## config.mk

```make
export PLATFORM = sky130hd
export DESIGN_NAME = dmem_port_arbiter
export DESIGN_NICKNAME = d
export VERILOG_FILES = /design/src/rtl/dmem_port_arbiter.sv
export SDC_FILE = /design/constraint.sdc
export NUM_CORES = 1
export LEC_CHECK = 0
export BUFFER_PORTS_ARGS = -buffer_cell sky130_fd_sc_hd__buf_2
export CORE_MARGIN = 2
export CORE_UTILIZATION = 36
export DETAILED_ROUTE_END_ITERATION = 8
export HOLD_SLACK_MARGIN = 0.08
export PLACE_DENSITY = 0.76
export SETUP_SLACK_MARGIN = 0.5
export SYNTH_ARGS = -nofsm -noshare
export SYNTH_HDL_FRONTEND = slang
export SYNTH_SLANG_ARGS = --single-unit
```

## constraint.sdc

```tcl
create_clock -name clk -period 1.3 [get_ports clk]
set_input_delay 0 -clock clk [delete_from_list [all_inputs] [get_ports clk]]
set_output_delay 0 -clock clk [all_outputs]
set_load 0.005 [all_outputs]
```

## src/rtl/dmem_port_arbiter.sv

```systemverilog
// Two-port arbiter in front of the single-cycle data RAM: fixed priority to port 0, starvation-bounded port 1, port 1 lockable bursts.
// Grants are combinational (zero latency); read data returns one cycle after the grant; a requester holds its fields until granted.
module dmem_port_arbiter #(
  parameter int DATA_WIDTH = 32,
  parameter int ADDR_W_RAM = 13,
  parameter int MAX_WAIT   = 4
) (
  input  logic                    clk,
  input  logic                    reset,
  input  logic                    m0_req,
  input  logic                    m0_we,
  input  logic [ADDR_W_RAM-1:0]   m0_addr,
  input  logic [DATA_WIDTH-1:0]   m0_wdata,
  input  logic [DATA_WIDTH/8-1:0] m0_be,
  output logic                    m0_gnt,
  output logic                    m0_rvalid,
  output logic [DATA_WIDTH-1:0]   m0_rdata,
  input  logic                    m1_req,
  input  logic                    m1_we,
  input  logic [ADDR_W_RAM-1:0]   m1_addr,
  input  logic [DATA_WIDTH-1:0]   m1_wdata,
  input  logic [DATA_WIDTH/8-1:0] m1_be,
  input  logic                    m1_lock,
  output logic                    m1_gnt,
  output logic                    m1_rvalid,
  output logic [DATA_WIDTH-1:0]   m1_rdata,
  output logic                    ram_en,
  output logic                    ram_we,
  output logic [ADDR_W_RAM-1:0]   ram_addr,
  output logic [DATA_WIDTH-1:0]   ram_wdata,
  output logic [DATA_WIDTH/8-1:0] ram_be,
  input  logic [DATA_WIDTH-1:0]   ram_rdata,
  output logic                    owner,
  output logic [3:0]              starve_cnt
);

  localparam logic [0:0] StArb   = 1'b0;
  localparam logic [0:0] StLock  = 1'b1;
  localparam logic [3:0] MaxWait = 4'(MAX_WAIT);

  logic [0:0]            state;
  logic [0:0]            nextState;
  logic [3:0]            starveCnt;
  logic [3:0]            starveNext;
  logic                  ownerReg;
  logic                  rdPending;
  logic                  rdOwner;
  logic [DATA_WIDTH-1:0] m0Hold;
  logic [DATA_WIDTH-1:0] m1Hold;

  // Grants are suppressed while reset is asserted so nothing reaches the RAM.
  always_comb begin
    m0_gnt = 1'b0;
    m1_gnt = 1'b0;
    if (reset) begin
      if (state == StArb && m0_req && starveCnt < MaxWait) begin
        m0_gnt = 1'b1;
      end else begin
        m1_gnt = m1_req;
      end
    end
  end

  always_comb begin
    ram_en    = m0_gnt | m1_gnt;
    ram_we    = 1'b0;
    ram_addr  = '0;
    ram_wdata = '0;
    ram_be    = '0;
    if (m1_gnt) begin
      ram_we    = m1_we;
      ram_addr  = m1_addr;
      ram_wdata = m1_wdata;
      ram_be    = m1_be;
    end else if (m0_gnt) begin
      ram_we    = m0_we;
      ram_addr  = m0_addr;
      ram_wdata = m0_wdata;
      ram_be    = m0_be;
    end
  end

  always_comb begin
    starveNext = '0;
    if (state == StArb && m1_req && !m1_gnt) begin
      starveNext = (starveCnt >= MaxWait) ? MaxWait : starveCnt + 4'd1;
    end
  end

  // The access granted in the cycle the lock drops still completes normally.
  always_comb begin
    nextState = state;
    if (state == StArb) begin
      if (m1_gnt && m1_lock) nextState = StLock;
    end else if (!m1_lock || !m1_req) begin
      nextState = StArb;
    end
  end

  always_ff @(posedge clk or negedge reset) begin
    if (!reset) begin
      state     <= StArb;
      starveCnt <= '0;
      ownerReg  <= 1'b0;
      rdPending <= 1'b0;
      rdOwner   <= 1'b0;
      m0Hold    <= '0;
      m1Hold    <= '0;
    end else begin
      state     <= nextState;
      starveCnt <= starveNext;
      rdPending <= ram_en & ~ram_we;
      if (ram_en) ownerReg <= m1_gnt;
      if (ram_en && !ram_we) rdOwner <= m1_gnt;
      if (m0_rvalid) m0Hold <= ram_rdata;
      if (m1_rvalid) m1Hold <= ram_rdata;
    end
  end

  assign m0_rvalid  = rdPending & ~rdOwner;
  assign m1_rvalid  = rdPending & rdOwner;
  assign m0_rdata   = m0_rvalid ? ram_rdata : m0Hold;
  assign m1_rdata   = m1_rvalid ? ram_rdata : m1Hold;
  assign owner      = m1_gnt | (~m0_gnt & ownerReg);
  assign starve_cnt = starveCnt;

endmodule

```

Word-level counts from Yosys, hierarchy flattened
Cells that the tools add are included.

cells by class
  add/subtract/negate cells = 1
  order comparisons = 2
  multiplexer cells = 19
  bitwise operators = 10
  reduce and logical (&&, ||, !) cells = 11

operator list
  operator               number
  $mux W32               4
  $mux W13               2
  $mux W4                4
  $mux W1                9
  $logic_and A1 B1 Y1    6
  $add A4 B1 Y4 const B  1
  $and A1 B1 Y1          4
  $ge A4 B3 Y1 const B   1
  $logic_not A1 Y1       4
  $lt A4 B3 Y1 const B   1
  $not A1 Y1             4
  $or A1 B1 Y1           2
  $logic_or A1 B1 Y1     1

storage, ports and cells
  bits in registers = 72
  input port bits = 137
  output and inout bits = 124
  word-level logic and storage cells = 50

Logic depth before layout (Yosys ltp)
Gate-level depths: netlist (run 1).

  word-level depth = 9
  gate-level depth with buffers = 5
  mapped depth without buffers = 3

Worst setup path after synthesis (run 1)
OpenSTA, ideal clock, no wires.

  path type = reg2reg
  from = register starveCnt[2], in the netlist starve_cnt[2]
  to = register rdOwner
  setup time = 0.121 ns
  arrival time = 1.291 ns
  data required time = 1.179 ns
  setup slack = -0.112 ns
  cell stages (with the launch flop) = 6
  path buffers = 2
  cells stage by stage = dfrtp_1 -> nor4b_4 -> and2_4 -> buf_12 -> buf_12 -> a2bb2oi_1

between the ends
  word-level cells in the longest chain between the ends = 8

RTL lines
  item                    RTL line  RTL
  from (decl)             43        logic [3:0] starveCnt;
  from (signal assigned)  111       starveCnt <= starveNext;
  $lt A4 B3 Y1 *          56        if (state == StArb && m0_req && starveCnt < MaxWait) begin
  $logic_and A1 B1 Y1 *   56
  $mux W1 *               56
  $mux W1 *               55        if (reset) begin
  named net m0_gnt        15        output logic m0_gnt,
  $mux W1                 75        end else if (m0_gnt) begin
  $mux W1                 70        if (m1_gnt) begin
  $logic_not A1 Y1        114       if (ram_en && !ram_we) rdOwner <= m1_gnt;
  $logic_and A1 B1 Y1 *   114
  to (signal assigned)    114
  to (decl)               47        logic rdOwner;

Mark *: on every way through the listed nets, which the timed path passes. The rest lies on a longest branch.
A chain may end at the register's enable or synchronous reset.

Worst setup path in the final report (run 1)
  from = register starveCnt[2], in the netlist starve_cnt[2]
  to = output port ram_be[0]

between the ends
  word-level cells in the longest chain between the ends = 6

RTL lines
  item                   RTL line  RTL
  $lt A4 B3 Y1 *         56
  $logic_and A1 B1 Y1 *  56
  $mux W1                56
  $mux W1                55
  $mux W4                75
  $mux W4 *              70
  to (decl)              31        output logic [DATA_WIDTH/8-1:0] ram_be,

Every way passes the cells marked *; elsewhere a longest branch is shown, timed or not.

==> results of run 1 <==
[how the worst max path moves through the flow]
stage	from	to	slack, ns	cells past startpoint
after floorplan	starve_cnt[2]$_DFF_PN0_	rdOwner$_DFFE_PN0P_	-0.11	5
after global routing	starve_cnt[2]$_DFF_PN0_	ram_wdata[2]	-0.70	6
after global placement	state$_DFF_PN0_	ram_wdata[23]	-0.45	4
after detailed placement	state$_DFF_PN0_	ram_wdata[23]	-0.52	4
after CTS	starve_cnt[3]$_DFF_PN0_	ram_wdata[25]	-0.58	6
final	starve_cnt[2]$_DFF_PN0_	ram_be[0]	-0.63	6
[Yosys cell counts]
library cell  number
a2111oi_0          1
a21oi_1            1
a22o_1            50
a2bb2oi_1          1
and2_1             3
and2_4             1
buf_12             6
buf_2              6
buf_6              5
clkbuf_1           1
conb_1             1
dfrtp_1           72
ha_1               1
inv_1              3
mux2_2            64
nand2_1            2
nand2b_1           1
nor2_1             2
nor2_2             1
nor2b_1            2
nor3_1             3
nor3b_1            1
nor4b_4            1
o21a_1             3
[what timing repair did]
action                                 CTS  global route
setup endpoints to repair              195           246
gates cloned                            14             3
setup buffers                           41            36
resized for setup                      107            67
pin swaps                               12            28
endpoints found under the hold margin   85            64
[power by group through the flow]
stage / combinational, mW / clock, mW / sequential (mW)
2_1_floorplan: 1.87 / 0 / 3.29
3_3_place_gp: 3.18 / 0 / 3.33
3_5_place_dp: 3.25 / 0 / 3.39
4_1_cts: 4.98 / 2.16 / 3.36
5_1_grt: 6.76 / 2.25 / 3.49
6_report: 6.46 / 2.11 / 3.41
[registers in the layout, indices dropped and copies added, names as in the netlist]
name        flops
rdOwner         1
state           1
m0Hold         32
m1Hold         32
starve_cnt      4
ownerReg        1
rdPending       1
[area by class of cell]
cell class | count | area [µm²] | share of cell area
multi-input combinational | 143 | 1730 | 0.241
timing repair buffer | 368 | 3240 | 0.453
sequential | 72 | 1800 | 0.252
clock inverter | 3 | 90.1 | 0.0126
inverter | 3 | 11.3 | 0.00157
tap | 111 | 139 | 0.0194
clock buffer | 12 | 145 | 0.0203
[kinds of logic (layout without fill, tap and decap cells)]
kind of cell | Yosys count | in the layout
multiplexers | 64 | 64
flip-flops | 72 | 72
other | 1 | 1
AND/OR/NAND/NOR | 17 | 21
AO/OA/AOI/OAI | 56 | 56
buffers and inverters | 21 | 386
adder cells (fa/ha/maj) | 1 | 1
[stage by stage]
step / cells / power [mW] / area, µm² / util / worst slack (ns)
after floorplan: 232 / 5.16 / 3670 / - / -0.110
after global placement: 600 / 6.51 / 5020 / 0.549 / -0.450
after detailed placement: 600 / 6.64 / 5020 / 0.549 / -0.520
after CTS: 673 / 10.5 / 6490 / 0.709 / -0.577
after global routing: 712 / 12.5 / 7160 / 0.782 / -0.703
final: 712 / 12.0 / 7160 / 0.782 / -0.631
[metal layers]
layer / vias up / wire length [µm] / track usage / share of wire
met5: - / 0 / 0 / 0
met1: 1796 / 6230 / 0.337 / 0.39
met2: 222 / 8100 / 0.472 / 0.50
met3: 44 / 1250 / 0.0853 / 0.078
li1: 1605 / - / - / -
met4: 0 / 532 / 0.105 / 0.033
==> metrics, run 1 <==
Yosys warning count 0; CP max stage delay 0.42 ns; largest family of logic cells by synthesized area multiplexers; Port Buffers 260; slowest CP cell dfrtp_1; period utilisation layout 1.49; worst-skew pair later-pin latency 0.34 ns; die height 101 µm; top post-synthesis cells by area dfrtp_1 54%, mux2_2 21%, a22o_1 13%; H-Tree Depth 3; Antenna diodes 0; endpoints failing setup 182; std cell rows 35; Lkg Pwr 3.79 nW; f_max 518 MHz; Min-Delay Path Class input pin to asynchronous set/reset pin; grt ovf 0; R2R Path End m0Hold[0]$_DFF_PN0_; Syn Area/Cell 14.5 µm²; Worst-Margin Slew 0.666 ns; multiplexer area fraction after synthesis 0.215; Syn Inst Count 232; Period minus WS final 1.93 ns; DR WL/cell 22.6 µm; CTS tree yes; Clk pwr share 0.176; Worst EP arrival 1.93 ns; R2R Setup Slk -0.32 ns; RSZ-0062 raised after global routing true; area grow syn2layout 113%; Logic pwr share 0.539; worst setup margin -0.631 ns; startpoint types flop; Rel. slew slack 0.556; Crit Path Class flop to output port; WP buf/inv 3; failing checks hold timing, setup timing; CTS Sinks 72; FF+latch count, synth 72; initial DRC count 157; initial core utilization 0.367; I/O pin cnt 261; final wirelength 16.1 mm; via count 3667; max-cap violations 0; synth unique cells 24; Fin Clk Skew 0.00528 ns; final-layout fill cell count 539; Detail Route Antenna Nets 0; Synth Area in Simple Gates 0.0339; nets@finish 735; Synth Area in XOR/XNOR 0; sequential power share 0.285; worst-path fanout max 6; Slew Viols, Final 0; layout cells sized above 1 0.770; area leader, netlist dfrtp_1; total negative slack -61.57 ns; Total GRT Usage 0.280; R2R depth 7; adder-cell share of the synthesized area 0.00373; initial antenna violation count 0; cells along the critical path nor4b_4 > and2_4 > buf_12 > clkbuf_16 > a22o_1 > buf_2; final hold slack -0.339 ns; die area 10100 µm²; critical path data required time 1.30 ns; routability cong. 0.909; Core Region 9150 µm²; worst reg2reg path startpoint rdOwner$_DFFE_PN0P_; Sw Pwr 3.23 mW; sequential area share after synthesis 0.537; Switching Fraction 0.270; Synth Area in Compound Gates 0.144; Critical Path Sink Type output port; Worst path top cell family by delay simple AND/OR/NAND/NOR gates; Clk pin slew, worst setup/hold paths 0.07 ns; final hold vios 50; Syn Nets 370; Worst VDD drop 1.28 mV; first-pass GRT wire length 20.6 mm; root buffer cell clkbuf_8; Chip Width 101 µm; Internal Power 8.75 mW; Post-DP HPWL 8.95 mm; hold buffer count at CTS 3; post-synth top area share 0.537; most frequent cells in the layout 184 x buf_2, 140 x buf_6, 71 x dfrtp_1, 64 x mux2_4, 44 x a22o_1; outcome finished with violations; vias per cell 5.15; Synth Cell Area 3360 µm²; clock buffer depth 2; largest net degree at the start of global routing 56; pwr dens 1670 nW/µm²; DRC Markers 0; commonest non-fill, non-tap cell in the layout buf_2; Num CTS Buffers 9; vias in the first global route 3685; router iterations before antenna repair 4
Power figures use the tool's default switching activity.
==> inputs of run 2 (changes only) <==
--- a/config.mk
+++ b/config.mk
@@ -10,7 +10,7 @@
 export CORE_UTILIZATION = 36
 export DETAILED_ROUTE_END_ITERATION = 8
 export HOLD_SLACK_MARGIN = 0.08
-export PLACE_DENSITY = 0.76
+export PLACE_DENSITY_LB_ADDON = 0.3
 export SETUP_SLACK_MARGIN = 0.5
 export SYNTH_ARGS = -nofsm -noshare
 export SYNTH_HDL_FRONTEND = slang
==> constraint.sdc (replaced) <==
create_clock -name clk -period 1.3 [get_ports clk]
set_input_delay 0.195 -clock clk [delete_from_list [all_inputs] [get_ports clk]]
set_output_delay 0.195 -clock clk [all_outputs]
set_load 0.005 [all_outputs]
==> run 2 against run 1 <==
  * The run ends with setup timing left
  * Largest cell class unchanged
  * Final cell count grew 1.7%
  * Via count grew 0.27%
  * Largest power group unchanged
  * Sequential share of layout area grew 0.12 points
  * Non-clock buffer count grew 11
==> metrics, run 2 (synthesis gave the netlist of run 1 again) <==
CTS tree yes; nets@finish 745; clock buffer depth 2; Worst VDD drop 0.776 mV; register area 1800 µm²; hold path cells 2; area taken by multi-input logic gates 1680 µm²; endpoints failing setup 188; Inst Count DP 616; vias per cell 5.08; Clk pin slew, worst setup/hold paths 0.09 ns; worst-skew pair later-pin latency 0.36 ns; initial DRC count 134; Logic pwr share 0.542; worst setup margin -0.891 ns; via count 3677; final hold vios 0; Worst-Margin Slew 0.812 ns; critical path data required time 1.11 ns; Util after Layout 0.778; max-cap violations 0; layout cells sized above 1 0.770; Core Region 9150 µm²; fin cells 724; final-layout fill cell count 524; DR WL/cell 22.8 µm; DRC Markers 0; die area 10100 µm²; Fin Clk Skew 0.0143 ns; Post-DP HPWL 8.84 mm; initial core utilization 0.367; root buffer cell clkbuf_8; worst reg2reg path startpoint rdOwner$_DFFE_PN0P_; CTS Sinks 72; I/O pin cnt 261; Min-Delay Path Class input pin to flop; Slew Viols, Final 0; Num CTS Buffers 9; period utilisation layout 1.69; Port Buffers 260; f_max 456 MHz; commonest non-fill, non-tap cell in the layout buf_2; vias in the first global route 3659; H-Tree Depth 3; Clk pwr share 0.175; Detail Route Antenna Nets 0; sequential power share 0.283; Internal Power 8.63 mW; crit path to ram_addr[10]; final hold slack 0.0939 ns; worst-path fanout max 9; post-route cell area 7120 µm²; Chip Width 101 µm; R2R Setup Slk -0.44 ns; pre-CTS setup slack -0.704 ns; Area after DPL 5130 µm²; outcome finished with violations; total negative slack -96.58 ns; R2R Path End m0Hold[22]$_DFF_PN0_; die height 101 µm; router iterations before antenna repair 4; total power 12.1 mW; Hold Startpoint ram_rdata[16]; grt ovf 0; failing checks setup timing; Worst EP arrival 2.00 ns; Sw Pwr 3.49 mW; most frequent cells in the layout 187 x buf_2, 155 x buf_6, 71 x dfrtp_1, 64 x mux2_4, 48 x a22o_1; initial antenna violation count 0; Total GRT Usage 0.278; std cell rows 35; area grow syn2layout 112%; routability cong. 0.913; Period minus WS final 2.19 ns; Lkg Pwr 3.80 nW; largest net degree at the start of global routing 63; RSZ-0062 raised after global routing true; Critical Path Start state$_DFF_PN0_; final wirelength 16.5 mm; Switching Fraction 0.288; Crit Path Class flop to output port; Critical Path Sink Type output port; first-pass GRT wire length 20.8 mm; pwr dens 1700 nW/µm²; Rel. slew slack 0.458; R2R depth 8; startpoint types flop
## run 2: final cells by class
type / count / share of cell area
tap: 111 / 0.0195
antenna: 1 / 0.000351
multi-input combinational: 142 / 0.236
sequential: 72 / 0.253
clock buffer: 11 / 0.0199
timing repair buffer: 379 / 0.457
clock inverter: 5 / 0.0121
inverter: 3 / 0.00158
## run 2: layer usage
metal  up-vias  global-route usage  routed length (µm)  share of wire
li1       1626                   -                   -              -
met1      1814               0.305                5880           0.36
met2       204               0.520                9100           0.55
met3        33              0.0742                1130          0.069
met4         0              0.0875                 359          0.022
met5         -                   0                   0              0
## run 2: worst min path at each step
stage and to:
6_report m1Hold[16]$_DFF_PN0_, 2_1_floorplan m0Hold[0]$_DFF_PN0_, 3_3_place_gp ownerReg$_DFFE_PN0P_, 5_1_grt m1Hold[16]$_DFF_PN0_, 3_5_place_dp ownerReg$_DFFE_PN0P_, 4_1_cts rdOwner$_DFFE_PN0P_
## run 2: what timing repair did
| item | in CTS | in global routing |
|---|---|---|
| cloned | 11 | 1 |
| endpoints found under the setup margin | 257 | 267 |
| hold endpoints to repair | 11 | 0 |
| buffers inserted | 50 | 27 |
| pin swaps | 13 | 10 |
| resized for setup | 111 | 68 |
| hold buffers | 2 | 0 |
## run 2: power groups by stage
stage | registers, mW | clock network [mW] | logic (mW)
after global placement | 3.33 | 0 | 3.39
final | 3.43 | 2.12 | 6.57
after global routing | 3.49 | 2.25 | 6.85
after CTS | 3.34 | 2.09 | 5.11
after detailed placement | 3.39 | 0 | 3.45
after floorplan | 3.29 | 0 | 1.87
## run 2: critical path, cell delays in order (launching register included)
cell     delay (ns)
dfrtp_1        0.42
nor4b_4        0.31
buf_4          0.16
and2_4         0.21
buf_4          0.13
buf_6          0.12
a22o_1         0.15
buf_2          0.14
==> inputs of run 3 (changes only) <==
--- a/config.mk
+++ b/config.mk
@@ -5,6 +5,7 @@
 export SDC_FILE = /design/constraint.sdc
 export NUM_CORES = 1
 export LEC_CHECK = 0
+export ABC_AREA = 1
 export BUFFER_PORTS_ARGS = -buffer_cell sky130_fd_sc_hd__buf_2
 export CORE_MARGIN = 2
 export CORE_UTILIZATION = 36
==> run 3 against run 2 <==
  * The flow finishes with violations (hold timing, setup timing)
  * Register-to-register slack gained 0.27 ns
  * Setup slack improved by 0.43 ns
  * Via count up 12%
  * Routed wire length decreased by 18%
  * Sequential share of layout area grew 1.9 points
  * Die area increased by 2.4%
  * Sequential cell count stayed put
  * Clock power shrank 26%
  * Critical path type unchanged
  * Critical endpoint is now m1_rdata[29]
==> metrics, run 3 <==
max-cap violations 0; synth unique cells 24; area leader, netlist dfrtp_1; Core Region 9240 µm²; period utilisation layout 1.36; worst setup margin -0.463 ns; critical path data required time 1.11 ns; area grow syn2layout 92.6%; commonest non-fill, non-tap cell in the layout buf_2; R2R depth 9; Worst-Margin Slew 0.718 ns; Lkg Pwr 3.77 nW; sequential area share after synthesis 0.523; Syn Nets 579; initial antenna violation count 1; root buffer cell clkbuf_8; Post-DP HPWL 9.08 mm; DR WL/cell 15.1 µm; Worst EP arrival 1.57 ns; die area 10400 µm²; final wirelength 13.4 mm; std cell rows 35; startpoint types flop; outcome finished with violations; pre-CTS setup slack -0.158 ns; Post-synth EDFFs 0; worst-skew pair later-pin latency 0.34 ns; die height 102 µm; via count 4118; Clk pin slew, worst setup/hold paths 0.08 ns; largest net degree at the start of global routing 57; worst-path fanout max 7; Crit Path Class flop to output port; H-Tree Depth 3; Synth Cell Area 3440 µm²; CTS tree yes; top post-synthesis cells by area dfrtp_1 52%, nand2_1 23%, o21ai_0 9.6%; failing checks hold timing, setup timing; endpoints failing setup 123; Syn Area/Cell 7.81 µm²; Slew Viols, Final 0; Post-synth top cells 209 x nand2_1, 72 x dfrtp_1, 66 x o21ai_0; Port Buffers 260; nets@finish 892; router iterations before antenna repair 4; most frequent cells in the layout 251 x buf_2, 156 x nand2_1, 72 x dfrtp_1, 43 x nand2_2, 39 x inv_1; final-layout fill cell count 697; grt ovf 0; f_max 567 MHz; Internal Power 5.71 mW; Min-Delay Path Class input pin to asynchronous set/reset pin; Total GRT Usage 0.240; Inst Count DP 842; vias in the first global route 3898; sequential power share 0.368; Worst VDD drop 0.719 mV; Fin Clk Skew 0.0155 ns; first-pass GRT wire length 19.2 mm; CTS Sinks 72; clock buffer depth 2; pwr dens 1330 nW/µm²; final hold slack -0.0615 ns; total power 8.83 mW; final hold vios 16; Detail Route Antenna Nets 0; vias per cell 4.63; post-synth top area share 0.523; Critical Path Sink Type output port; post-route cell area 6630 µm²; dominant synthesized flop cell dfrtp_1; Rel. slew slack 0.521; FF+latch count, synth 72; routability cong. 0.815; Period minus WS final 1.76 ns; fraction of registers with async set/reset 1.00; RSZ-0062 raised after global routing true; Sw Pwr 3.12 mW; I/O pin cnt 261; initial DRC count 145; DRC Markers 0; Logic pwr share 0.455; Util after Layout 0.718; Switching Fraction 0.353; Syn Inst Count 441; Yosys warning count 0; layout cells sized above 1 0.634; Area after DPL 5570 µm²; Chip Width 102 µm; fin cells 889; Num CTS Buffers 9; Clk pwr share 0.177; initial core utilization 0.373; most common cell in the netlist nand2_1
-- run 3: cell types whose count changed after synthesis, moves of 3 or more --
cell,before,now
a22o_1,50,0
and2_1,3,0
buf_12,6,0
buf_6,5,9
clkbuf_2,0,5
inv_1,3,40
mux2_2,64,0
nand2_1,2,209
nand2_2,0,10
nand3_1,0,4
nor3_1,3,0
o21a_1,3,0
o21ai_0,0,66
-- run 3: metrics by stage --
| stage | TNS (ns) | hold slack, ns |
|---|---|---|
| floorplan | 0 | -0.101 |
| global placement | -3.91 | 0.284 |
| detailed placement | -6.52 | 0.290 |
| CTS | -47.93 | -0.0626 |
| global route | -57.49 | -0.0391 |
| finish | -47.09 | -0.0615 |
-- run 3: final cells by class --
class / count / area, µm² / area share
Clock buffer: 10 / 128 / 0.0192
Antenna cell: 1 / 2.50 / 0.000377
Sequential cell: 72 / 1800 / 0.272
Inverter: 44 / 195 / 0.0294
Tap cell: 129 / 161 / 0.0243
Multi-Input combinational cell: 302 / 2060 / 0.310
Timing Repair Buffer: 323 / 2220 / 0.336
Timing Repair inverter: 2 / 17.5 / 0.00264
Clock inverter: 6 / 43.8 / 0.00661
-- run 3: path summary, 6_finish.rpt --
path / end / slack [ns] / startpoint
worst max register to register: m1Hold[21]$_DFF_PN0_ / -0.17 / rdOwner$_DFFE_PN0P_
worst min-delay path: m0Hold[14]$_DFF_PN0_ / -0.06 / reset
worst max-delay path: m1_rdata[29] / -0.46 / rdOwner$_DFFE_PN0P_
worst min register to register: m0Hold[22]$_DFF_PN0_ / 0.47 / m0Hold[22]$_DFF_PN0_
min in group clk: state$_DFF_PN0_ / 0.10 / m1_lock
max in group asynchronous: m0Hold[11]$_DFF_PN0_ / 0.69 / reset
-- run 3: cell families (layout without fill, tap and decap cells) --
| kind of cell | count (synthesis) | after routing | synth area share |
|---|---|---|---|
| AND/OR/NAND/NOR | 233 | 233 | 0.273 |
| adder cells (fa/ha/maj) | 1 | 1 | 0.00363 |
| buffers and inverters | 67 | 385 | 0.101 |
| flip-flops | 72 | 72 | 0.523 |
| AO/OA/AOI/OAI | 67 | 67 | 0.0974 |
| other | 1 | 2 | 0.00109 |
-- run 3: layer usage --
metal  GRT usage  routed length [µm]  share of wire
met4      0.0748                 221          0.016
met2       0.393                6970           0.52
met5           0                   0              0
met3      0.0504                 976          0.073
met1       0.319                5260           0.39
-- run 3: worst max-delay path: stages (launching register included) --
cell,delay (ns)
dfrtp_1,0.41
buf_6,0.14
nand2_8,0.15
buf_12,0.14
buf_16,0.14
nand2_4,0.05
o21ai_4,0.06
buf_2,0.14
-- run 3: repair_timing --
| item | CTS | global route |
|---|---|---|
| buffers inserted | 10 | 8 |
| setup endpoints to repair | 195 | 195 |
| gates cloned | 8 | 4 |
| endpoints found under the hold margin | 16 | 16 |
| pin swaps | 4 | 12 |
| gates resized for setup | 36 | 69 |
-- run 3: power by group through the flow --
stage               registers (mW)  logic, mW  clock network (mW)
global placement              3.19       3.14                   0
CTS                           3.19       3.54                1.61
floorplan                     3.16       1.85                   0
finish                        3.25       4.02                1.56
global route                  3.31       4.37                1.71
detailed placement            3.22       3.23                   0
